**src/rtl/nrisk_pkg.sv**
```systemverilog
// rtl/nrisk_pkg.sv - shared constants and enums for the 8-bit core fetch path
package nrisk_pkg;

  localparam int          ADDR_W    = 8;
  localparam int          DATA_W    = 8;
  localparam logic [ADDR_W-1:0] RESET_VEC = 8'h00;
  localparam int          MAX_WAIT  = 15;

  typedef enum logic [1:0] {
    BOOT  = 2'd0,
    FETCH = 2'd1,
    HOLD  = 2'd2,
    STOP  = 2'd3
  } state_e;

  typedef enum logic [1:0] {
    PC_HOLD   = 2'd0,
    PC_INC    = 2'd1,
    PC_BRANCH = 2'd2
  } pc_sel_e;

endpackage

```
**src/rtl/pc_reg.sv**
```systemverilog
// rtl/pc_reg.sv - program counter register with hold / increment / load select
module pc_reg
  import nrisk_pkg::*;
#(
  parameter int           W       = 8,
  parameter logic [W-1:0] RST_VAL = '0
) (
  input  logic         i_clk,
  input  logic         i_rst_n,
  input  pc_sel_e      i_sel,
  input  logic [W-1:0] i_load,
  output logic [W-1:0] o_pc
);

  logic [W-1:0] r_pc;
  logic [W-1:0] w_pc_nxt;

  // Increment wraps naturally at 2^W.
  always_comb begin
    w_pc_nxt = r_pc;
    case (i_sel)
      PC_INC:    w_pc_nxt = r_pc + W'(1);
      PC_BRANCH: w_pc_nxt = i_load;
      default:   w_pc_nxt = r_pc;
    endcase
  end

  always_ff @(posedge i_clk or negedge i_rst_n) begin
    if (!i_rst_n) begin
      r_pc <= RST_VAL;
    end else begin
      r_pc <= w_pc_nxt;
    end
  end

  assign o_pc = r_pc;

endmodule

```
**src/rtl/pc_sequencer.sv**
```systemverilog
// rtl/pc_sequencer.sv - fetch FSM: issues reads at the PC, holds the instruction
// for decode, advances the PC, and stops the core on a memory timeout.
module pc_sequencer #(
  parameter int                  ADDR_W    = nrisk_pkg::ADDR_W,
  parameter int                  DATA_W    = nrisk_pkg::DATA_W,
  parameter logic [ADDR_W-1:0]   RESET_VEC = nrisk_pkg::RESET_VEC,
  parameter int                  MAX_WAIT  = nrisk_pkg::MAX_WAIT
) (
  input  logic              clock,
  input  logic              resetN,
  output logic              memReq,
  output logic [ADDR_W-1:0] memAddr,
  input  logic              memAck,
  input  logic [DATA_W-1:0] memData,
  output logic              instrValid,
  output logic [DATA_W-1:0] instr,
  input  logic              instrAccept,
  input  logic              branchTaken,
  input  logic [ADDR_W-1:0] branchTarget,
  input  logic              haltReq,
  output logic [ADDR_W-1:0] pcAtual,
  output logic              halted,
  output logic              memFault
);

  import nrisk_pkg::*;

  localparam int                WAIT_W    = $clog2(MAX_WAIT + 1);
  localparam logic [WAIT_W-1:0] WAIT_LAST = WAIT_W'(MAX_WAIT - 1);

  state_e              r_state;
  state_e              w_state_nxt;
  logic [WAIT_W-1:0]   r_wait;
  logic [WAIT_W-1:0]   w_wait_nxt;
  logic [DATA_W-1:0]   r_instr;
  logic                r_instr_valid;
  logic                r_halted;
  logic                r_mem_fault;
  pc_sel_e             w_pc_sel;
  logic                w_ld_instr;
  logic                w_set_halt;
  logic                w_set_fault;
  logic [ADDR_W-1:0]   w_pc;

  pc_reg #(
    .W       (ADDR_W),
    .RST_VAL (RESET_VEC)
  ) u_pc_reg (
    .i_clk   (clock),
    .i_rst_n (resetN),
    .i_sel   (w_pc_sel),
    .i_load  (branchTarget),
    .o_pc    (w_pc)
  );

  always_comb begin
    w_state_nxt = r_state;
    w_wait_nxt  = r_wait;
    w_pc_sel    = PC_HOLD;
    w_ld_instr  = 1'b0;
    w_set_halt  = 1'b0;
    w_set_fault = 1'b0;
    case (r_state)
      BOOT: w_state_nxt = FETCH;
      FETCH: begin
        // An ack arriving on the last allowed cycle still completes the fetch.
        if (memAck) begin
          w_ld_instr  = 1'b1;
          w_wait_nxt  = '0;
          w_state_nxt = HOLD;
        end else if (r_wait == WAIT_LAST) begin
          w_set_fault = 1'b1;
          w_set_halt  = 1'b1;
          w_wait_nxt  = r_wait + WAIT_W'(1);
          w_state_nxt = STOP;
        end else begin
          w_wait_nxt  = r_wait + WAIT_W'(1);
        end
      end
      HOLD: begin
        if (instrAccept) begin
          if (haltReq) begin
            w_set_halt  = 1'b1;
            w_state_nxt = STOP;
          end else if (branchTaken) begin
            w_pc_sel    = PC_BRANCH;
            w_state_nxt = FETCH;
          end else begin
            w_pc_sel    = PC_INC;
            w_state_nxt = FETCH;
          end
        end
      end
      STOP:    w_state_nxt = STOP;
      default: w_state_nxt = BOOT;
    endcase
  end

  always_ff @(posedge clock or negedge resetN) begin
    if (!resetN) begin
      r_state       <= BOOT;
      r_wait        <= '0;
      r_instr       <= '0;
      r_instr_valid <= 1'b0;
      r_halted      <= 1'b0;
      r_mem_fault   <= 1'b0;
    end else begin
      r_state       <= w_state_nxt;
      r_wait        <= w_wait_nxt;
      r_instr_valid <= (w_state_nxt == HOLD);
      if (w_ld_instr)  r_instr     <= memData;
      if (w_set_halt)  r_halted    <= 1'b1;
      if (w_set_fault) r_mem_fault <= 1'b1;
    end
  end

  assign memReq     = (r_state == FETCH);
  assign memAddr    = w_pc;
  assign pcAtual    = w_pc;
  assign instrValid = r_instr_valid;
  assign instr      = r_instr;
  assign halted     = r_halted;
  assign memFault   = r_mem_fault;

endmodule

```
**config.mk**
```make
export PLATFORM = sky130hd
export DESIGN_NAME = pc_sequencer
export DESIGN_NICKNAME = d
export VERILOG_FILES = /design/src/rtl/nrisk_pkg.sv /design/src/rtl/pc_reg.sv /design/src/rtl/pc_sequencer.sv
export SDC_FILE = /design/constraint.sdc
export NUM_CORES = 1
export LEC_CHECK = 0
export BUFFER_PORTS_ARGS = -buffer_cell sky130_fd_sc_hd__buf_2
export CAP_MARGIN = 20
export CORE_AREA = 2 2 57 59
export DETAILED_ROUTE_END_ITERATION = 8
export DIE_AREA = 0 0 59 61
export GPL_TIMING_DRIVEN = 0
export PLACE_DENSITY = 0.87
export SYNTH_ARGS = -nofsm -noshare
export SYNTH_HDL_FRONTEND = slang
export SYNTH_HIERARCHICAL = 1
export SYNTH_SLANG_ARGS = --single-unit
```
**constraint.sdc**
```tcl
create_clock -name clock -period 2.37 [get_ports clock]
set_input_delay 0.237 -clock clock [delete_from_list [all_inputs] [get_ports clock]]
set_output_delay 0.237 -clock clock [all_outputs]
set_load 0.1 [all_outputs]
```
==> results.md <==
- Status: complete, no violations
- Largest family of logic cells by synthesized area: simple AND/OR/NAND/NOR gates
- Utilization after layout: 0.589
- Setup violators final: 0
- Worst Hold Path Cells: 2
- Peak Freq: 465 MHz
- Number of synthesized flops with an enable pin: 0
- Cts bufs inserted: 3
- Dpl hpwl: 2080 um
- Syn Nets: 163
- CTS tree: done
- CP Depth: 9
- Drt pass-1 iters: 4
- Post-Place Cells: 215
- # nets final: 218
- Yosys reg bits: 25
- Clock slew at reported path FFs: 0.13 ns
- Leading cell type in the layout, fill and taps excluded: buf_2
- Crit path max fanout: 10
- HP Class: primary input to flip-flop
- PortBufs: 49
- Total grt overflow: 0
- Clock Latency Late Sink: 0.30 ns
- Worst path top cell family by delay: adder cells
- I/O pin cnt: 50
- Mapped Avg Cell Area: 10.6 sq um
- Critical path launch point type: flip-flop
- Number of distinct library cells after synthesis: 37
- Pin count of the biggest net entering global routing: 26
- Core area: 2950 sq um
- Detail Route Antenna Nets: 0
- CTS root buf: clkbuf_4
- Synth-to-Final Area Change: 22.9%
- Largest cells by area after synthesis: dfrtp_1 44%, ha_1 7.1%, mux2_1 6.4%
- R2R depth: 9
- Adder-cell share of the synthesized area: 0.0707
- Critical Path RT: 2.57 ns
- Clock period minus worst slack: 2.15 ns
- Vias per cell: around 5.3
- Clock skew: between 0.0015 and 0.002 ns
- Yosys top cell by area: dfrtp_1
- M1 GR Usage: 0.206
- Sinks on the clock net: 25
- Final wirelength: 2660 um
- Worst hold margin: roughly 0.14 ns
- Simple-gate area share of the yosys netlist: 0.145
- WL/cell: 12.1 um
- Slew headroom: 0.638
- Register area share after synthesis: 0.442
- Setup TNS: 0 ns
- GRT busiest layer: met2
- Ys Warns: 6
- Crit Path Class: flip-flop to flip-flop
- Number of global-route vias before repair: just over 1k
- Fraction of registers with async set or reset after synthesis: 1.00
- Gp weighted congestion: between 0.7 and 0.8
- DRC viols: 0
- Worst-Margin Slew: approximately 0.54 ns
- Initial antenna violation count: 0
- Initial core utilization: 0.480
- Critical path's slowest cell: dfrtp_1
- Final non-filler cell total: 220
- Detailed-route via count: 1157
- Worst path bufs/invs: 3
- Met3 Use GR: 0.0149
- Mapped Area: 1420 sq um
- Mux cell area share after synthesis: 0.110
- RSZ-0062 raised after global routing: false
- WP data arrival: 2.35 ns
- GRT Total Usage: 0.156
- CP Cell Sequence: inv_1 -> ha_1 -> nand2_1 -> nor3b_1 -> ha_1 -> buf_2 -> buf_2 -> a22oi_1 -> nand3_1
- Crit path capture type: flip-flop
- Max-slew violation count: 0
- Top_reg_cell synth: dfrtp_1
- Largest stage delay, worst path: 0.44 ns
- Final Hold Viols: 0
- Post-synthesis compound-gate area fraction: 0.138
- Initial DRC count: 38
- Die Ht: 61 um
- Tcrit/Tclk final: 0.907
- Die ar.: 3600 sq um
- Ratio of cells with drive above 1 in the final layout: 0.390
- Synth Instances: 133
- Max-cap violations: 0
- Post-synth top area share: 0.442
- N_diodes: 0
- Clk buf depth: 2
- FP Rows: 20
- Die W: 59 um
- GRT met2 Usage: 0.273
- First-pass GRT wire length: 4360 um
- H-tree level count: 1
- Commonest non-fill, non-tap cells in the layout: 51 x buf_2, 25 x dfrtp_1, 9 x inv_1, 9 x buf_4, 9 x o21ai_1
- Xor/xnor share of the synthesized area: 0
==> per-stage QoR <==
step                      worst slack [ns]  cell area [sq um]
after global routing                0.0212               1740
final                                0.221               1740
after detailed placement             0.264               1700
after floorplan                      0.233               1420
after CTS                            0.226               1740
after global placement               0.286               1700
==> repair_timing <==
item,in CTS,in global routing
hold endpoints to repair,25,0
setup buffers,0,0
gates resized for setup,0,0
endpoints found under the setup margin,0,0
hold buffers,1,0
==> flip-flops by register name, indices dropped and copies added (netlist names) <==
register / flops
r_wait: 4
instr: 8
r_state: 2
halted: 1
instrValid: 1
memFault: 1
u_pc_reg/o_pc: 8
==> area by class of cell <==
| cell class | instances | area, sq um |
|---|---|---|
| fill | 268 | 1210 |
| multi-input combinational | 86 | 657 |
| sequential | 25 | 626 |
| timing repair buffer | 50 | 255 |
| buffer | 13 | 100 |
| tap | 33 | 41.3 |
| inverter | 9 | 33.8 |
| clock buffer | 3 | 22.5 |
| clock inverter | 1 | 5.00 |
==> worst paths after layout <==
check                              endpoint       start  slack, ns
max                        u_pc_reg/o_pc[7]  r_state[0]       0.22
min                                instr[7]  memData[7]       0.14
max reg2reg                u_pc_reg/o_pc[7]  r_state[0]       0.22
min reg2reg                          halted      halted       0.48
max in group asynchronous  u_pc_reg/o_pc[3]      resetN       1.57
min in group asynchronous         r_wait[2]      resetN       0.44
==> cell usage after synthesis, types with 3 or more instances <==
library cell and number:
nor2_1 6, nor3_1 3, a22oi_1 5, ha_1 8, nand2b_1 3, mux2i_1 4, buf_4 9, nand2_1 3
o21ai_1 9, nand3_1 8, mux2_1 8, nor2b_1 3, inv_1 9, dfrtp_1 25, o22ai_1 3
==> per-layer routing <==
layer  part of all wire  wire, um
met5                  0         0
met4              0.011        29
met3              0.024        65
met2               0.51      1340
met1               0.46      1220
==> worst register-to-register path: cells and delay by family (launching register included) <==
family,cells,cell delay [ns]
adder cells (fa/ha/maj),2,0.49
buffers and inverters,3,0.45
AO/OA/AOI/OAI,1,0.22
AND/OR/NAND/NOR,3,0.45
flip-flops,1,0.44
==> kinds of logic after synthesis <==
logic type	count (synthesis)
flip-flops	25
multiplexers	14
AND/OR/NAND/NOR	36
adder cells (fa/ha/maj)	8
AO/OA/AOI/OAI	28
buffers and inverters	22
Power is left out: the tool's default activity adds up to more than one toggle a clock period on the data nets, which glitch-free logic cannot reach.
